File: src/rtl/exec_int_writeback_if.sv
// Bundle between the issue stage / integer execute unit and the writeback block.
// The master side drives issue and execute results; the slave side is the writeback block.
`ifndef XLEN
`define XLEN 32
`endif
`ifndef ALEN
`define ALEN 32
`endif

interface exec_int_writeback_if;
   logic              issue_valid;
   logic [4:0]        issue_rd;
   logic [`ALEN-1:0]  issue_addr;
   logic              issue_ready;
   logic [4:0]        rs1;
   logic [4:0]        rs2;
   logic              rs1_hazard;
   logic              rs2_hazard;
   logic              exec_valid;
   logic              exec_exception;
   logic [3:0]        exec_trap_cause;
   logic [`XLEN-1:0]  exec_result;
   logic              flush;
   logic              reg_write_en;
   logic [4:0]        reg_write_addr;
   logic [`XLEN-1:0]  reg_write_data;
   logic              trap_valid;
   logic [3:0]        trap_cause;
   logic [`ALEN-1:0]  trap_addr;
   logic              wb_error;

   modport slave (
      input  issue_valid, issue_rd, issue_addr, rs1, rs2,
             exec_valid, exec_exception, exec_trap_cause, exec_result, flush,
      output issue_ready, rs1_hazard, rs2_hazard,
             reg_write_en, reg_write_addr, reg_write_data,
             trap_valid, trap_cause, trap_addr, wb_error
   );

   modport master (
      output issue_valid, issue_rd, issue_addr, rs1, rs2,
             exec_valid, exec_exception, exec_trap_cause, exec_result, flush,
      input  issue_ready, rs1_hazard, rs2_hazard,
             reg_write_en, reg_write_addr, reg_write_data,
             trap_valid, trap_cause, trap_addr, wb_error
   );
endinterface

File: src/rtl/exec_int_writeback.sv
// Integer writeback: in-order tag FIFO pairing issued {rd, addr} with execute results,
// registered register-file write / trap outputs, and RAW hazard flags for issue.
`ifndef XLEN
`define XLEN 32
`endif
`ifndef ALEN
`define ALEN 32
`endif

module exec_int_writeback #(
   parameter int DEPTH = 4
) (
   input  logic                 clk,
   input  logic                 rst,
   exec_int_writeback_if.slave  bus
);
   localparam int PTRW = $clog2(DEPTH);
   localparam logic [PTRW:0] PTR_ONE  = (PTRW+1)'(1);
   localparam logic [PTRW:0] FULL_CNT = (PTRW+1)'(DEPTH);

   logic [PTRW:0]      r_wptr;
   logic [PTRW:0]      r_rptr;
   logic [4:0]         r_fifo_rd   [DEPTH];
   logic [`ALEN-1:0]   r_fifo_addr [DEPTH];

   logic               r_reg_write_en;
   logic [4:0]         r_reg_write_addr;
   logic [`XLEN-1:0]   r_reg_write_data;
   logic               r_trap_valid;
   logic [3:0]         r_trap_cause;
   logic [`ALEN-1:0]   r_trap_addr;
   logic               r_wb_error;

   logic [PTRW:0]      w_count;
   logic               w_empty;
   logic               w_full;
   logic               w_issue_ready;
   logic               w_push;
   logic               w_pop;
   logic               w_err;
   logic [4:0]         w_head_rd;
   logic [`ALEN-1:0]   w_head_addr;
   logic [DEPTH-1:0]   w_valid_mask;
   logic               w_rs1_hit;
   logic               w_rs2_hit;

   assign w_count       = r_wptr - r_rptr;
   assign w_empty       = (w_count == '0);
   assign w_full        = (w_count == FULL_CNT);
   assign w_issue_ready = !w_full || (bus.exec_valid && !w_empty);
   assign w_push        = bus.issue_valid && w_issue_ready && !bus.flush;
   assign w_pop         = bus.exec_valid && !w_empty && !bus.flush;
   assign w_err         = !bus.flush &&
                          ((bus.issue_valid && !w_issue_ready) || (bus.exec_valid && w_empty));
   assign w_head_rd     = r_fifo_rd[r_rptr[PTRW-1:0]];
   assign w_head_addr   = r_fifo_addr[r_rptr[PTRW-1:0]];

   // Occupied slots (including the head being popped) and source-register matches
   always_comb begin
      w_valid_mask = '0;
      w_rs1_hit    = 1'b0;
      w_rs2_hit    = 1'b0;
      for (int i = 0; i < DEPTH; i++) begin
         w_valid_mask[i] = ({1'b0, PTRW'(i) - r_rptr[PTRW-1:0]} < w_count);
         w_rs1_hit = w_rs1_hit | (w_valid_mask[i] && (r_fifo_rd[i] == bus.rs1));
         w_rs2_hit = w_rs2_hit | (w_valid_mask[i] && (r_fifo_rd[i] == bus.rs2));
      end
   end

   // A write leaving on the port this cycle is still a pending producer
   assign bus.rs1_hazard = (bus.rs1 != 5'd0) &&
                           (w_rs1_hit || (r_reg_write_en && (r_reg_write_addr == bus.rs1)));
   assign bus.rs2_hazard = (bus.rs2 != 5'd0) &&
                           (w_rs2_hit || (r_reg_write_en && (r_reg_write_addr == bus.rs2)));
   assign bus.issue_ready    = w_issue_ready;
   assign bus.reg_write_en   = r_reg_write_en;
   assign bus.reg_write_addr = r_reg_write_addr;
   assign bus.reg_write_data = r_reg_write_data;
   assign bus.trap_valid     = r_trap_valid;
   assign bus.trap_cause     = r_trap_cause;
   assign bus.trap_addr      = r_trap_addr;
   assign bus.wb_error       = r_wb_error;

   // Tag storage; contents are only meaningful between the pointers
   always_ff @(posedge clk) begin
      if (w_push) begin
         r_fifo_rd[r_wptr[PTRW-1:0]]   <= bus.issue_rd;
         r_fifo_addr[r_wptr[PTRW-1:0]] <= bus.issue_addr;
      end
   end

   // Pointers, registered writeback/trap outputs and sticky error
   always_ff @(posedge clk) begin
      if (rst) begin
         r_wptr           <= '0;
         r_rptr           <= '0;
         r_reg_write_en   <= 1'b0;
         r_reg_write_addr <= 5'd0;
         r_reg_write_data <= '0;
         r_trap_valid     <= 1'b0;
         r_trap_cause     <= 4'd0;
         r_trap_addr      <= '0;
         r_wb_error       <= 1'b0;
      end else begin
         r_reg_write_en <= 1'b0;
         r_trap_valid   <= 1'b0;
         if (bus.flush) begin
            r_wptr <= '0;
            r_rptr <= '0;
         end else begin
            if (w_push) begin
               r_wptr <= r_wptr + PTR_ONE;
            end
            if (w_pop) begin
               r_rptr <= r_rptr + PTR_ONE;
               if (bus.exec_exception) begin
                  r_trap_valid <= 1'b1;
                  r_trap_cause <= bus.exec_trap_cause;
                  r_trap_addr  <= w_head_addr;
               end else if (w_head_rd != 5'd0) begin
                  r_reg_write_en   <= 1'b1;
                  r_reg_write_addr <= w_head_rd;
                  r_reg_write_data <= bus.exec_result;
               end
            end
            if (w_err) begin
               r_wb_error <= 1'b1;
            end
         end
      end
   end
endmodule

File: src/flat_wrapper.sv
// flat-port wrapper written by rule: the top's interface ports become plain ports
module exec_int_writeback_flat 
#(
   parameter int DEPTH = 4
)
  (clk, rst, bus_issue_valid, bus_issue_rd, bus_issue_addr, bus_rs1, bus_rs2, bus_exec_valid, bus_exec_exception, bus_exec_trap_cause, bus_exec_result, bus_flush, bus_issue_ready, bus_rs1_hazard, bus_rs2_hazard, bus_reg_write_en, bus_reg_write_addr, bus_reg_write_data, bus_trap_valid, bus_trap_cause, bus_trap_addr, bus_wb_error);
  exec_int_writeback_if bus_i ();
  input  logic clk;
  input  logic rst;
  input wire logic [$bits(bus_i.issue_valid)-1:0] bus_issue_valid;
  input wire logic [$bits(bus_i.issue_rd)-1:0] bus_issue_rd;
  input wire logic [$bits(bus_i.issue_addr)-1:0] bus_issue_addr;
  input wire logic [$bits(bus_i.rs1)-1:0] bus_rs1;
  input wire logic [$bits(bus_i.rs2)-1:0] bus_rs2;
  input wire logic [$bits(bus_i.exec_valid)-1:0] bus_exec_valid;
  input wire logic [$bits(bus_i.exec_exception)-1:0] bus_exec_exception;
  input wire logic [$bits(bus_i.exec_trap_cause)-1:0] bus_exec_trap_cause;
  input wire logic [$bits(bus_i.exec_result)-1:0] bus_exec_result;
  input wire logic [$bits(bus_i.flush)-1:0] bus_flush;
  output wire logic [$bits(bus_i.issue_ready)-1:0] bus_issue_ready;
  output wire logic [$bits(bus_i.rs1_hazard)-1:0] bus_rs1_hazard;
  output wire logic [$bits(bus_i.rs2_hazard)-1:0] bus_rs2_hazard;
  output wire logic [$bits(bus_i.reg_write_en)-1:0] bus_reg_write_en;
  output wire logic [$bits(bus_i.reg_write_addr)-1:0] bus_reg_write_addr;
  output wire logic [$bits(bus_i.reg_write_data)-1:0] bus_reg_write_data;
  output wire logic [$bits(bus_i.trap_valid)-1:0] bus_trap_valid;
  output wire logic [$bits(bus_i.trap_cause)-1:0] bus_trap_cause;
  output wire logic [$bits(bus_i.trap_addr)-1:0] bus_trap_addr;
  output wire logic [$bits(bus_i.wb_error)-1:0] bus_wb_error;
  assign bus_i.issue_valid = bus_issue_valid;
  assign bus_i.issue_rd = bus_issue_rd;
  assign bus_i.issue_addr = bus_issue_addr;
  assign bus_i.rs1 = bus_rs1;
  assign bus_i.rs2 = bus_rs2;
  assign bus_i.exec_valid = bus_exec_valid;
  assign bus_i.exec_exception = bus_exec_exception;
  assign bus_i.exec_trap_cause = bus_exec_trap_cause;
  assign bus_i.exec_result = bus_exec_result;
  assign bus_i.flush = bus_flush;
  assign bus_issue_ready = bus_i.issue_ready;
  assign bus_rs1_hazard = bus_i.rs1_hazard;
  assign bus_rs2_hazard = bus_i.rs2_hazard;
  assign bus_reg_write_en = bus_i.reg_write_en;
  assign bus_reg_write_addr = bus_i.reg_write_addr;
  assign bus_reg_write_data = bus_i.reg_write_data;
  assign bus_trap_valid = bus_i.trap_valid;
  assign bus_trap_cause = bus_i.trap_cause;
  assign bus_trap_addr = bus_i.trap_addr;
  assign bus_wb_error = bus_i.wb_error;
  exec_int_writeback #(.DEPTH(DEPTH)) u_core (.clk(clk), .rst(rst), .bus(bus_i));
endmodule
File: config.mk
export PLATFORM = sky130hd
export DESIGN_NAME = exec_int_writeback_flat
export DESIGN_NICKNAME = d
export VERILOG_FILES = /design/src/rtl/exec_int_writeback_if.sv /design/src/rtl/exec_int_writeback.sv /design/src/flat_wrapper.sv
export SDC_FILE = /design/constraint.sdc
export NUM_CORES = 1
export LEC_CHECK = 0
export ABC_CLOCK_PERIOD_IN_PS = 6950
export CORE_MARGIN = 4
export CORE_UTILIZATION = 56
export DETAILED_ROUTE_END_ITERATION = 8
export GPL_ROUTABILITY_DRIVEN = 0
export MAX_ROUTING_LAYER = met4
export PLACE_DENSITY = 0.95
export SLEW_MARGIN = 10
export SYNTH_ARGS = -nofsm -noshare
export SYNTH_HDL_FRONTEND = slang
export SYNTH_SLANG_ARGS = --single-unit
File: constraint.sdc
create_clock -name clk -period 6.95 [get_ports clk]
set_clock_uncertainty 0.15 [all_clocks]
set_input_delay 1.0425 -clock clk [delete_from_list [all_inputs] [get_ports clk]]
set_output_delay 1.0425 -clock clk [all_outputs]
set_load 0.01 [all_outputs]
==> results of run 1 <==
[kinds of logic after synthesis]
| logic type | Yosys count |
|---|---|
| flops | 232 |
| simple gates | 164 |
| mux | 69 |
| compound gates | 56 |
| xor+xnor | 55 |
| buf+inv | 47 |
| fa+ha+maj | 13 |
[where the power goes]
group / leakage, nW / switching [W] / internal, W
logic: 1.71 / 0.0000758 / 0.0000885
registers: 2.02 / 0.0000103 / 0.00149
clock network: 0.347 / 0.000490 / 0.000664
total: 4.08 / 0.000576 / 0.00224
[cells in the mapped netlist (2+ instances only)]
library cell  number  share of area
nor4_1             2         0.0014
buf_8              2         0.0033
mux4_2            37          0.091
nor2_1            46          0.019
xnor2_1           23          0.022
inv_1              8         0.0033
nand3_1            4         0.0022
xor2_1            31          0.030
dfxtp_1           84           0.18
or4_1              3         0.0024
nand2b_1           2         0.0014
a21oi_1           41          0.022
a22oi_1            4         0.0033
nand2_1           78          0.032
clkbuf_1          28          0.011
edfxtp_1         148           0.48
nor3_1             8         0.0044
o22a_1             2         0.0019
ha_1              12          0.016
and2_1             5         0.0034
o21ai_0            4         0.0022
buf_1              3         0.0012
mux2i_1           32          0.035
buf_6              2         0.0024
nand4_1            9         0.0061
buf_2              4         0.0022
nor2b_1            4         0.0027
[critical path, stage by stage, from the launching register on]
cell and delay (ns):
dfxtp_2 0.93, inv_1 0.27, fa_1 0.63, inv_1 0.11, ha_1 0.30, nor2b_1 0.12
o21ai_0 0.27, nand4_1 0.12, nor3_1 0.15, o22a_1 0.18, clkdlybuf4s50_1 0.54
[registers in the layout (all words and copies together), names as in the netlist, named ones only]
register	flops
u_core.bus.reg_write_addr	5
u_core.bus.reg_write_data	32
u_core.bus.reg_write_en	1
u_core.bus.trap_addr	32
u_core.bus.trap_cause	4
u_core.bus.trap_valid	1
u_core.bus.wb_error	1
u_core.r_fifo_addr	128
u_core.r_fifo_rd	20
u_core.r_rptr	3
u_core.r_wptr	3
[how the worst max path moves through the flow]
stage / startpoint / to / slack, ns / cells past startpoint
after detailed placement: u_core.r_rptr[1] / bus_rs2_hazard / 2.14 / 10
after global routing: u_core.r_rptr[1] / bus_rs2_hazard / 1.35 / 10
after floorplan: u_core.r_rptr[1] / bus_rs1_hazard / 2.98 / 11
after CTS: u_core.r_rptr[1] / bus_rs2_hazard / 1.59 / 10
after global placement: u_core.r_rptr[1] / bus_rs1_hazard / 2.19 / 10
final: u_core.r_rptr[1] / bus_rs2_hazard / 1.64 / 10
[layout make-up]
class                      instances  area, sq um  area share
clock buffer                      37          671      0.0573
inverter                           8         30.0     0.00257
sequential                       232         6130       0.524
clock inverter                     7         37.5     0.00321
timing repair buffer             172         1700       0.146
multi-input combinational        357         2860       0.244
tap                              216          270      0.0231
[routing by layer]
layer | up-vias | routed length (um)
li1 | 2625 | -
met1 | 2727 | 8020
met2 | 257 | 10200
met3 | 30 | 1850
met4 | 0 | 333
met5 | - | 0
[layout by cell type (no fill, tap or decap), types with 3 or more instances in the layout]
cell type | netlist | routed
clkbuf_1 | 28 | 12
clkinv_2 | 0 | 5
a21oi_1 | 41 | 41
a22oi_1 | 4 | 4
clkdlybuf4s50_1 | 0 | 166
ha_1 | 12 | 12
mux2i_1 | 32 | 32
nand2_1 | 78 | 78
buf_4 | 0 | 5
o21ai_0 | 4 | 4
inv_1 | 8 | 8
nor2b_1 | 4 | 4
nor3_1 | 8 | 8
mux4_2 | 37 | 37
edfxtp_1 | 148 | 148
dfxtp_1 | 84 | 82
nand4_1 | 9 | 9
clkbuf_16 | 0 | 25
xnor2_1 | 23 | 23
nor2_1 | 46 | 46
and2_2 | 0 | 4
or4_1 | 3 | 3
nand3_1 | 4 | 4
xor2_1 | 31 | 31
[through the flow]
stage | cells | cell area (sq um) | power [W] | hold WS, ns
3_3_place_gp | 985 | 11000 | 0.00169 | 0.292
6_report | 1029 | 11700 | 0.00282 | 0.306
2_1_floorplan | 636 | 9190 | 0.00160 | 0.331
5_1_grt | 1029 | 11700 | 0.00292 | 0.332
4_1_cts | 1029 | 11700 | 0.00284 | 0.307
3_5_place_dp | 985 | 11000 | 0.00169 | 0.298
==> impl_results.md, run 1 <==
* Hold EP: u_core.bus.trap_addr[28]
* Cts bufs inserted at 24
* Clock Pin Slew Worst Setup and Hold Paths at 0.06 ns
* Setup Viol. Count Final at 0
* Fin. max-slew vios at 0
* Via count at 5,639
* All-layer global routing usage at 0.228
* Total die area at 18,500 sq um
* Setup Buffers After CTS at 0
* Synth Area in Simple Gates at 0.0768
* Critical Path AT at 4.12 ns
* Hold Fails Final Rpt at 0
* Highest Clock Rate at 188 MHz
* R2R Path End: u_core.r_fifo_addr[3][1]
* Cell count of the worst reg-to-reg path at 5
* GRT overflow at 0
* Layout cells sized above 1 at 0.103
* Post-synthesis xor/xnor area fraction at 0.0540
* CP required at 5.76 ns
* Skew-Pair Late Insertion Delay at 0.51 ns
* 1st-pass router iterations at 5
* Yosys cell types at 37
* Die W at 136 um
* Ys flop type: edfxtp_1
* Met2 GRT Util at 0.382
* Final worst setup slack at 1.64 ns
* Tcrit/Tclk final at 0.764
* # clock sinks at 232
* Synth Area in Compound Gates at 0.0350
* Routed Antenna Nets at 0
* ANT cells at 0
* PwrDens at 241 nW/um^2
* RSZ-0062 raised after global routing: no
* Routed len/inst at 19.8 um
* Final HPWL DP at 13,400 um
* DR iter-0 viols at 508
* DR vias/cell at 5.48
* Minimum clock period at 5.31 ns
* # IOs at 168
* GR Util met3 at 0.0500
* Hold_sp: u_core.bus.trap_addr[28]
* Synth Area in Adders at 0.0185
* Status: complete, no violations
* Hold Path Stages at 2
* Tightest Hold Check Type: reg2reg
* Max_cap viols at 0
* P&R area growth vs syn at 27.3%
* Residual DRC at 0
* Slew headroom at 0.297
* Clock buffer depth at 3
* Fin nets at 897
* Leak at 4.08 nW
* Synth warn at 0
* Core area at 16,000 sq um
* FF+latch count, synth at 232
* Vias in the first global route at 5,988
* Startpoint types: flop
* CTS tree: built
* Setup TNS at 0 ns
* Initial Util at 0.575
* Synthesized cell area at 9190 sq um
* Global-route wire length before repair at 32,000 um
* CP Capture Type: primary output
* Filler cells at 1,023
* Syn Nets at 738
* FFs w/ async S/R, synth at 0
* H-tree lvl count at 1
* Finished Core Util at 0.731
* Syn Inst Count at 636
* Reg-to-reg startpoint: u_core.r_rptr[1]
* GR peak layer: met2
* Crit Path Class: reg2out
* GR Util met1 at 0.290
* # hold bufs at CTS at 0
* Slew @ Worst Pin at 1.05 ns
* Vert. Die Dim at 136 um
* I/O Buffers at 167
* Synthesized area per cell at 14.5 sq um
* Post-synthesis mux area share at 0.125
* Row count at 46
* Clk root buf: clkbuf_16
* Sequential share of the synthesized area at 0.666
* Post-Route WL at 20,400 um
* PostCTS Resize Cnt at 0
* Critical path peak fanout at 35
* Number of synthesized flops with an enable pin at 148
* Maximum VDD drop at 218 uV
* Antenna violations before repair at 0
* Largest family of logic cells by synthesized area: multiplexers
* Largest net degree at the start of global routing at 78
* R2r setup slk at 3.13 ns
* Setup slack at placement at 2.14 ns
Note: power is estimated with default switching activity, not from simulation.
==> run 2, diff against run 1 <==
--- a/config.mk
+++ b/config.mk
@@ -5,13 +5,13 @@
 export SDC_FILE = /design/constraint.sdc
 export NUM_CORES = 1
 export LEC_CHECK = 0
-export ABC_CLOCK_PERIOD_IN_PS = 6950
+export ABC_CLOCK_PERIOD_IN_PS = 4250
 export CORE_MARGIN = 4
-export CORE_UTILIZATION = 56
+export CORE_UTILIZATION = 47
 export DETAILED_ROUTE_END_ITERATION = 8
 export GPL_ROUTABILITY_DRIVEN = 0
 export MAX_ROUTING_LAYER = met4
-export PLACE_DENSITY = 0.95
+export PLACE_DENSITY = 0.87
 export SLEW_MARGIN = 10
 export SYNTH_ARGS = -nofsm -noshare
 export SYNTH_HDL_FRONTEND = slang
==> constraint.sdc (replaced) <==
create_clock -name clk -period 4.25 [get_ports clk]
set_clock_uncertainty 0.15 [all_clocks]
set_input_delay 0.6375 -clock clk [delete_from_list [all_inputs] [get_ports clk]]
set_output_delay 0.6375 -clock clk [all_outputs]
set_load 0.01 [all_outputs]
==> run 2 against run 1 <==
Design area is 2.4% higher; critical path depth is 2 higher; critical path type unchanged; combinational power is 66% higher; global-route usage is 3.7 points lower; count of clock-buffer cells in the layout is 5 lower; total power is 78% higher; first-iteration DRC count is 29% lower; sequential share of layout area is 1.2 points lower; via count is 0.11% higher; utilization is 9.9 points lower; largest power group unchanged; critical endpoint is now bus_rs1_hazard; non-clock buffer count is 2 higher.
==> impl_results.md, run 2 (synthesized netlist as in run 1, its figures left out) <==
* Total power at 0.00502 W
* Crit path cell chain: inv_2 > ha_2 > inv_1 > fa_1 > inv_1 > ha_1 > nor2b_1 > o21ai_1 > nand4_1 > o31ai_1 > o22a_1 > dlygate4sd2_1
* Max reg flops at 128
* Maximum VDD drop at 372 uV
* Slew headroom at 0.293
* Critical path startpoint: u_core.r_wptr[0]
* Crit Path Class: reg2out
* Final worst setup slack at 0.241 ns
* Vias in the first global route at 5,956
* DR vias/cell at 5.26
* Finished Layout Cells at 1,074
* PwrDens at 419 nW/um^2
* Slew @ Worst Pin at 1.06 ns
* Largest net degree at the start of global routing at 46
* Cts bufs inserted at 24
* All-layer global routing usage at 0.191
* # clock sinks at 232
* # IOs at 168
* Reg-to-reg startpoint: u_core.r_rptr[0]
* Clk root buf: clkbuf_16
* Skew-Pair Late Insertion Delay at 0.52 ns
* H-tree lvl count at 1
* R2r setup slk at 0.83 ns
* Hold Path Stages at 2
* Setup Viol. Count Final at 0
* Layout cells sized above 1 at 0.120
* Fin. max-slew vios at 0
* Worst-path cell with the longest stage delay: fa_1
* Setup slack at placement at 0.395 ns
* Global-route wire length before repair at 32,100 um
* Routed len/inst at 18.9 um
* Minimum clock period at 4.01 ns
* P&R area growth vs syn at 30.3%
* Critical path peak fanout at 5
* Cell count of the worst reg-to-reg path at 8
* Core area at 19,000 sq um
* CP required at 3.46 ns
* Routed Antenna Nets at 0
* Antenna violations before repair at 0
* Vert. Die Dim at 148 um
* Highest Clock Rate at 249 MHz
* GRT overflow at 0
* ANT cells at 0
* CTS tree: built
* Clock Pin Slew Worst Setup and Hold Paths at 0.06 ns
* Post-Route WL at 20,300 um
* Status: complete, no violations
* Cells after DPL at 1,031
* Leading cell type in the layout, fill and taps excluded: clkdlybuf4s50_1
* Clock buffer depth at 3
* Final HPWL DP at 13,200 um
* Commonest cells after routing, fill and taps aside: 164 x clkdlybuf4s50_1, 148 x edfxtp_1, 82 x dfxtp_1, 77 x nand2_1, 46 x nor2_1
* Row count at 50
* # hold bufs at CTS at 0
* Hold Fails Final Rpt at 0
* Total die area at 21,900 sq um
* Via count at 5,645
* Cell mode on critical path: inv_1
* Leak at 4.20 nW
* Die W at 148 um
* Residual DRC at 0
* Max incr delay on CP at 0.50 ns
* Startpoint types: flop
* Fin nets at 899
* Max_cap viols at 0
* DR iter-0 viols at 360
* I/O Buffers at 167
* Critical Path Sink: bus_rs1_hazard
* Setup TNS at 0 ns
* Tcrit/Tclk final at 0.943
* CP Capture Type: primary output
* R2R Path End: u_core.bus.trap_addr[17]
* 1st-pass router iterations at 5
* Initial Util at 0.485
* Tightest Hold Check Type: reg2reg
* Critical Path AT at 3.22 ns
==> run 2: cell types whose count changed in the layout (fill, tap and decap cells not counted), sizes merged <==
cell / change
inv: +1
buf: +2
bufinv: +5
clkinv: -3
clkdlybuf4s50: -2
dlygate4sd2: +1
clkinvlp: +1
dlymetal6s2s: +1
clkbuf: -5
==> run 2: power by group <==
group | switching, W | internal, W | total, W | leakage (nW)
Clock | 0.000866 | 0.00143 | 0.00230 | 0.430
Sequential | 0.0000153 | 0.00243 | 0.00245 | 2.02
Combinational | 0.000127 | 0.000145 | 0.000272 | 1.75
==> run 2: cell type report <==
class,count,area [sq um]
clock buffers,32,672
fillers,1390,6970
clock inverters,11,223
inverters,8,30.0
flip-flops and latches,232,6130
well taps,260,325
repair buffers,174,1730
multi-input cells,357,2870
==> run 2: through the flow <==
step / util / area (sq um) / hold slack, ns
6_report: 0.632 / 12000 / 0.305
5_1_grt: 0.632 / 12000 / 0.324
4_1_cts: 0.632 / 12000 / 0.306
3_5_place_dp: 0.584 / 11100 / 0.297
3_3_place_gp: 0.584 / 11100 / 0.293
2_1_floorplan: - / 9190 / 0.331
==> run 2: routing by layer <==
layer / vias to the layer above / global-route usage / wire [um]
li1: 2629 / - / -
met1: 2750 / 0.240 / 8420
met2: 222 / 0.312 / 9730
met3: 44 / 0.0426 / 1550
met4: 0 / 0.0642 / 599
met5: - / - / 0
==> run 2: worst min-delay path by stage <==
stage,slack [ns],end,start
after floorplan,0.33,u_core.bus.trap_addr[0],u_core.bus.trap_addr[0]
after global placement,0.29,u_core.bus.trap_cause[0],u_core.bus.trap_cause[0]
after detailed placement,0.30,u_core.bus.trap_cause[2],u_core.bus.trap_cause[2]
after CTS,0.31,u_core.bus.trap_cause[2],u_core.bus.trap_cause[2]
after global routing,0.32,u_core.bus.trap_cause[0],u_core.bus.trap_cause[0]
final,0.30,u_core.bus.trap_cause[2],u_core.bus.trap_cause[2]
==> run 2: worst max-delay path: cells and delay by family (launching register included) <==
family                   cells  cell delay (ns)
AO/OA/AOI/OAI                3             0.56
adder cells (fa/ha/maj)      3             1.01
buffers and inverters        4             0.53
flip-flops                   1             0.34
AND/OR/NAND/NOR              2             0.25
==> run 2: timing repair <==
item,4_1_cts,5_1_grt
buffers inserted,0,0
gates resized for setup,6,2
endpoints found under the hold margin,0,0
endpoints found under the setup margin,2,1
